--- src/rtl/fir_pkg.sv ---
// Shared definitions for the FIR output capture block: default widths and the
// capture FSM state type.
package fir_pkg;

    localparam int FIR_DATA_W = 32;
    localparam int FIR_DEPTH  = 128;

    typedef enum logic [1:0] {
        ST_IDLE    = 2'd0,
        ST_CAPTURE = 2'd1,
        ST_READOUT = 2'd2
    } cap_state_t;

endpackage

--- src/rtl/fir_cap_ram.sv ---
// Simple dual-port sample buffer: one write port, one read port with a
// registered (1-cycle) read that holds its output while i_rd_en is low.
module fir_cap_ram #(
    parameter  int DATA_W = 32,
    parameter  int DEPTH  = 128,
    localparam int ADDR_W = $clog2(DEPTH)
) (
    input  logic              clk,
    input  logic              i_wr_en,
    input  logic [ADDR_W-1:0] i_wr_addr,
    input  logic [DATA_W-1:0] i_wr_data,
    input  logic              i_rd_en,
    input  logic [ADDR_W-1:0] i_rd_addr,
    output logic [DATA_W-1:0] o_rd_data
);

    logic [DATA_W-1:0] r_mem [DEPTH];
    logic [DATA_W-1:0] r_rd_data;

    // NOTE: the array has no reset so it maps onto block RAM; the read data is
    // masked downstream until a read has actually been issued.
    always_ff @(posedge clk) begin
        if (i_wr_en) begin
            r_mem[i_wr_addr] <= i_wr_data;
        end
        if (i_rd_en) begin
            r_rd_data <= r_mem[i_rd_addr];
        end
    end

    assign o_rd_data = r_rd_data;

endmodule

--- src/rtl/fir_capture.sv ---
// Captures a burst of FIR output samples into a buffer, then streams them out
// over a valid/ready interface in capture order.
module fir_capture
    import fir_pkg::*;
#(
    parameter  int DATA_W = FIR_DATA_W,
    parameter  int DEPTH  = FIR_DEPTH,
    localparam int ADDR_W = $clog2(DEPTH)
) (
    input  logic              clk,
    input  logic              rst,
    input  logic [DATA_W-1:0] y,
    input  logic              y_en,
    input  logic              start,
    input  logic [ADDR_W:0]   len,
    input  logic              abort,
    output logic [DATA_W-1:0] rd_data,
    output logic              rd_valid,
    input  logic              rd_ready,
    output logic              busy,
    output logic              done,
    output logic              drop
);

    localparam logic [ADDR_W:0] CNT_ONE   = (ADDR_W + 1)'(1);
    localparam logic [ADDR_W:0] DEPTH_CNT = (ADDR_W + 1)'(DEPTH);

    cap_state_t r_state;
    cap_state_t w_state_nxt;

    logic [ADDR_W:0]   r_len_m1;
    logic [ADDR_W:0]   r_wr_cnt;
    logic [ADDR_W:0]   r_rd_ptr;
    logic [ADDR_W:0]   r_rd_cnt;
    logic              r_rd_valid;
    logic              r_done;
    logic              r_drop;

    logic [ADDR_W:0]   w_len_clamped;
    logic              w_start_acc;
    logic              w_wr_en;
    logic              w_rd_en;
    logic              w_fire;
    logic              w_last_fire;
    logic [DATA_W-1:0] w_ram_q;

    assign w_len_clamped = (len > DEPTH_CNT) ? DEPTH_CNT : len;

    always_ff @(posedge clk) begin
        if (rst) begin
            r_state <= ST_IDLE;
        end else begin
            r_state <= w_state_nxt;
        end
    end

    // NOTE: every output of this block gets a default first so no path can
    // leave one unassigned and infer a latch.
    always_comb begin
        w_state_nxt = r_state;
        w_start_acc = 1'b0;
        w_wr_en     = 1'b0;
        w_rd_en     = 1'b0;
        w_fire      = 1'b0;
        w_last_fire = 1'b0;
        case (r_state)
            ST_IDLE: begin
                if (start && (len != '0)) begin
                    w_start_acc = 1'b1;
                    w_state_nxt = ST_CAPTURE;
                end
            end
            ST_CAPTURE: begin
                w_wr_en = y_en;
                if (y_en && (r_wr_cnt == r_len_m1)) begin
                    w_state_nxt = ST_READOUT;
                end
            end
            ST_READOUT: begin
                w_fire      = r_rd_valid && rd_ready;
                w_last_fire = w_fire && (r_rd_cnt == r_len_m1);
                // Prefetch the next word whenever the output slot frees up.
                w_rd_en     = (!r_rd_valid || w_fire) && (r_rd_ptr <= r_len_m1);
                if (w_last_fire) begin
                    w_state_nxt = ST_IDLE;
                end
            end
            default: w_state_nxt = ST_IDLE;
        endcase
        if (abort) begin
            w_state_nxt = ST_IDLE;
            w_start_acc = 1'b0;
            w_wr_en     = 1'b0;
            w_rd_en     = 1'b0;
            w_fire      = 1'b0;
            w_last_fire = 1'b0;
        end
    end

    // NOTE: sequential state uses non-blocking assignments only, so every
    // register samples values from before this edge.
    always_ff @(posedge clk) begin
        if (rst) begin
            r_len_m1   <= '0;
            r_wr_cnt   <= '0;
            r_rd_ptr   <= '0;
            r_rd_cnt   <= '0;
            r_rd_valid <= 1'b0;
            r_done     <= 1'b0;
            r_drop     <= 1'b0;
        end else begin
            r_done <= w_last_fire;
            if (w_start_acc) begin
                r_len_m1 <= w_len_clamped - CNT_ONE;
                r_wr_cnt <= '0;
                r_rd_ptr <= '0;
                r_rd_cnt <= '0;
                r_drop   <= 1'b0;
            end
            if (w_wr_en) begin
                r_wr_cnt <= r_wr_cnt + CNT_ONE;
            end
            if ((r_state == ST_READOUT) && y_en) begin
                r_drop <= 1'b1;
            end
            if (w_rd_en) begin
                r_rd_ptr <= r_rd_ptr + CNT_ONE;
            end
            if (w_fire) begin
                r_rd_cnt <= r_rd_cnt + CNT_ONE;
            end
            if (abort) begin
                r_rd_valid <= 1'b0;
            end else if (w_rd_en) begin
                r_rd_valid <= 1'b1;
            end else if (w_fire) begin
                r_rd_valid <= 1'b0;
            end
        end
    end

    fir_cap_ram #(
        .DATA_W (DATA_W),
        .DEPTH  (DEPTH)
    ) u_ram (
        .clk       (clk),
        .i_wr_en   (w_wr_en),
        .i_wr_addr (r_wr_cnt[ADDR_W-1:0]),
        .i_wr_data (y),
        .i_rd_en   (w_rd_en),
        .i_rd_addr (r_rd_ptr[ADDR_W-1:0]),
        .o_rd_data (w_ram_q)
    );

    // The RAM output is unreset, so it is only exposed while a word is valid.
    assign rd_data  = r_rd_valid ? w_ram_q : '0;
    assign rd_valid = r_rd_valid;
    assign busy     = (r_state != ST_IDLE);
    assign done     = r_done;
    assign drop     = r_drop;

endmodule

--- config.mk ---
export PLATFORM = sky130hd
export DESIGN_NAME = fir_capture
export DESIGN_NICKNAME = d
export VERILOG_FILES = /design/src/rtl/fir_pkg.sv /design/src/rtl/fir_cap_ram.sv /design/src/rtl/fir_capture.sv
export SDC_FILE = /design/constraint.sdc
export NUM_CORES = 2
export LEC_CHECK = 0
export CAP_MARGIN = 20
export CORE_ASPECT_RATIO = 1.4
export CORE_MARGIN = 4
export CORE_UTILIZATION = 60
export DETAILED_ROUTE_END_ITERATION = 6
export GPL_TIMING_DRIVEN = 1
export PLACE_DENSITY = 0.76
export SLEW_MARGIN = 40
export SYNTH_ARGS = -nofsm -noshare
export SYNTH_HDL_FRONTEND = slang
export SYNTH_SLANG_ARGS = --single-unit
--- constraint.sdc ---
create_clock -name clk -period 5.1 [get_ports clk]
set_input_delay 1.53 -clock clk [delete_from_list [all_inputs] [get_ports clk]]
set_output_delay 1.53 -clock clk [all_outputs]
set_load 0.03 [all_outputs]
==> flow_metrics.py <==
metrics = {
    "cts": {
        "h-tree-depth": 5,
        "cts-root-buf": "clkbuf_16",
        "clockBufferDepth": 4,
        "cts_resized": 0,
        "post_cts_buffers": 0,
        "cts.sinks": 4165,
        "ctsHoldBuffers": 0,
        "clk_latency_ns": 0.89,
        "cts_inserted_buffers": 360,
        "path_clk_slew_ns": 0.06,
        "tritoncts": "yes",
    },
    "layout": {
        "fillerInstances": 16200,
        "final_cell_count_no_fill": 12900,
        "drive_above_1_share": 0.203,
        "area_delta_synth_final_pct": 12.6,
        "fin_nets": 9142,
    },
    "worst_setup_path": {
        "crit_path_end_kind": "primary output",
        "start_kind": "flop",
        "worstPathCellList": "buf_16 -> and2_1 -> clkdlybuf4s50_1",
        "endpoint": "rd_data[1]",
        "crit_type": "reg -> out",
        "max_stage_delay_ns": 0.76,
        "reg2reg_from": "r_rd_ptr[2]$_SDFFE_PP0P_",
        "r2r_end": "u_ram.o_rd_data[11]$_DFFE_PP_",
        "required_ns": 3.57,
        "worstPathArrival_ns": 2.84,
        "worstPathMaxFanout": 22,
        "slowest_stage": "clkdlybuf4s50_1",
        "ff2ff_path_depth": 8,
        "r2r_setup_slack_ns": 0.97,
        "cp-startpoint": "rd_valid$_SDFFE_PP0P_",
    },
    "power_and_ir_drop": {
        "p_int_mw": 52.9,
        "power.share.switching": 0.195,
        "ir_worst_vdd_v": 0.000341,
        "seqPwrFrac": 0.572,
        "p_clk_frac": 0.412,
        "p_per_area_nw_per_um2": 363,
        "p_leak_nw": 53.9,
        "p_switching_mw": 12.8,
        "pwr-share-comb": 0.016,
    },
    "synth": {
        "yosysWarningCount": 0,
        "synth_edf_count": 4128,
        "syn_nets": 8786,
        "syn_area_sq_um": 161000,
        "synth_flop_cell": "edfxtp_1",
        "ys_ff_latch": 4165,
        "postSynthAreaPerCell_sq_um": 18.4,
        "yosysSeqAreaShare": 0.775,
        "netlist_instances": 8728,
        "ys_async_sr_fraction": 0,
        "ys_types": 51,
    },
    "outcome": {
        "status": "completed",
    },
    "timing": {
        "max_slew_margin": 0.324,
        "clock.fmax_ghz": 0.229,
        "rsz0062_at_grt": "no",
        "tightest_slew_ns": 1.00,
        "finalCriticalPeriod_ns": 4.37,
        "hold_viol": 0,
        "setup_viol": 0,
        "fin_crit_sh": 0.856,
        "setup_tns_ns": 0,
        "drv_slew": 0,
        "finalClockSkew_ns": 0.0526,
    },
    "detailed_routing": {
        "vias": 87100,
        "drt.antenna.violating_nets": 0,
        "avgRoutedWirePerCell_microns": 34.3,
        "finalWirelength_mm": 442,
        "via_per_inst": 6.76,
        "firstDrtPassIters": 6,
        "drc": 0,
        "drt_iter0_drc": 13100,
    },
    "die": {
        "io_pins": 82,
        "die_w_microns": 446,
        "die_y_microns": 621,
        "coreArea_sq_um": 267000,
        "initial_core_util": 0.604,
        "design.die.area_sq_um": 277000,
        "placementRows": 224,
    },
    "flow_run": {
        "maxCapViolations": 0,
    },
    "global_route": {
        "antenna_found_initial": 33,
        "grt_max_degree": 129,
        "grt_use_total": 0.315,
        "grt_pass1_wl_mm": 618,
        "grt_pass1_vias": 85100,
        "overflow": 0,
    },
    "placement": {
        "io_buffers": 81,
        "place_hpwl_mm": 271,
        "numPlacedInstances": 12200,
        "routabilityCongestion": 0.947,
    },
    "hold_path": {
        "min_path_type": "reg -> reg",
    },
}
## final cells by class
type                       count  area (sq um)  share of cell area
tap                         3503          4380              0.0242
clock inverter               204          1940              0.0107
inverter                      14          52.6            0.000290
clock buffer                 445          9600              0.0530
multi-input combinational   4054         35200               0.194
timing repair buffer         489          5200              0.0287
sequential                  4165        125000               0.689
antenna                       14          35.0            0.000193
## per-stage QoR
| step | power (mW) | util | hold WS, ns | area, sq um | worst slack [ns] |
|---|---|---|---|---|---|
| floorplan | 38.4 | - | 0.464 | 161000 | 0.589 |
| global placement | 39.3 | 0.635 | 0.496 | 169000 | 0.640 |
| detailed placement | 39.4 | 0.636 | 0.508 | 169000 | 0.672 |
| CTS | 65.9 | 0.679 | 0.527 | 181000 | 0.463 |
| global route | 67.3 | 0.679 | 0.553 | 181000 | 0.729 |
| finish | 65.7 | 0.680 | 0.519 | 181000 | 0.732 |
## metal layers
metal,share of wire,vias to the layer above,global-route usage
met1,0.34,44300,0.404
met5,0.00012,-,0
met4,0.073,8,0.191
met3,0.11,1053,0.0622
met2,0.48,5737,0.501
li1,-,36000,-
## state kept, by name, indices dropped and copies added (netlist names)
signal / flops
r_rd_ptr: 8
done: 1
r_rd_cnt: 8
u_ram.o_rd_data: 32
u_ram.r_mem: 4096
drop: 1
r_len_m1: 8
r_state: 2
r_wr_cnt: 8
rd_valid: 1
## worst max-delay path: cells and delay by family (launching register included)
family	cells	cell delay [ns]
buf+inv	2	0.98
flops	1	0.53
simple gates	1	0.41
## worst min path at each step
stage / startpoint / to / slack (ns) / cells past startpoint
after global placement: drop$_SDFFE_PP0P_ / drop$_SDFFE_PP0P_ / 0.50 / 2
after floorplan: r_rd_cnt[6]$_SDFFE_PP0P_ / r_rd_cnt[6]$_SDFFE_PP0P_ / 0.46 / 1
after detailed placement: drop$_SDFFE_PP0P_ / drop$_SDFFE_PP0P_ / 0.51 / 2
after global routing: r_rd_cnt[1]$_SDFFE_PP0P_ / r_rd_cnt[1]$_SDFFE_PP0P_ / 0.55 / 2
after CTS: drop$_SDFFE_PP0P_ / drop$_SDFFE_PP0P_ / 0.53 / 2
final: drop$_SDFFE_PP0P_ / drop$_SDFFE_PP0P_ / 0.52 / 2
## power groups by stage
stage | logic [mW] | registers, mW | clock network, mW
CTS | 1.01 | 37.6 | 27.2
finish | 1.03 | 37.6 | 27.1
global route | 1.05 | 37.6 | 28.7
floorplan | 0.0824 | 38.4 | 0
detailed placement | 1.01 | 38.3 | 0
global placement | 0.963 | 38.4 | 0
## cells in the mapped netlist, drive strengths merged (13+ instances only)
cell,number,area [sq um]
mux2i,1289,12900
nor2b,17,106
dfxtp,37,741
nand2,178,668
inv,14,52.6
nor3,16,85.1
a21oi,157,786
nor4,128,801
and2,36,225
nand4,164,1030
xnor2,14,123
clkbuf,228,856
nand3,22,110
edfxtp,4128,124000
a211oi,13,103
o22ai,376,2350
a22o,126,1100
mux2,753,8480
a22oi,385,2890
and3,127,795
nor2,169,634
buf,267,1390
## layout by cell type, fill, tap and decap left out, drive strengths merged, types with 20 or more instances in the layout
cell type,synthesis,final
nor4,128,128
mux2i,1289,1289
bufinv,0,35
a21oi,157,157
clkdlybuf4s50,0,48
a22oi,385,385
dfxtp,37,37
and3,127,127
clkbuf,228,445
inv,14,20
a22o,126,126
edfxtp,4128,4128
and2,36,36
nand2,178,178
nor2,169,169
clkinv,0,153
nand3,22,22
mux2,753,753
buf,267,441
nand4,164,164
o22ai,376,376
## cell families (layout without fill, tap and decap cells)
group           after synthesis  count (layout)  synth area share
compound gates             1088            1088            0.0464
xor+xnor                     21              21           0.00114
fa+ha+maj                    12              12          0.000933
buf+inv                     509            1152            0.0143
flops                      4165            4165             0.775
mux                        2042            2042             0.133
other cells                   0              14                 0
simple gates                891             891            0.0292
Power figures use the tool's default switching activity.
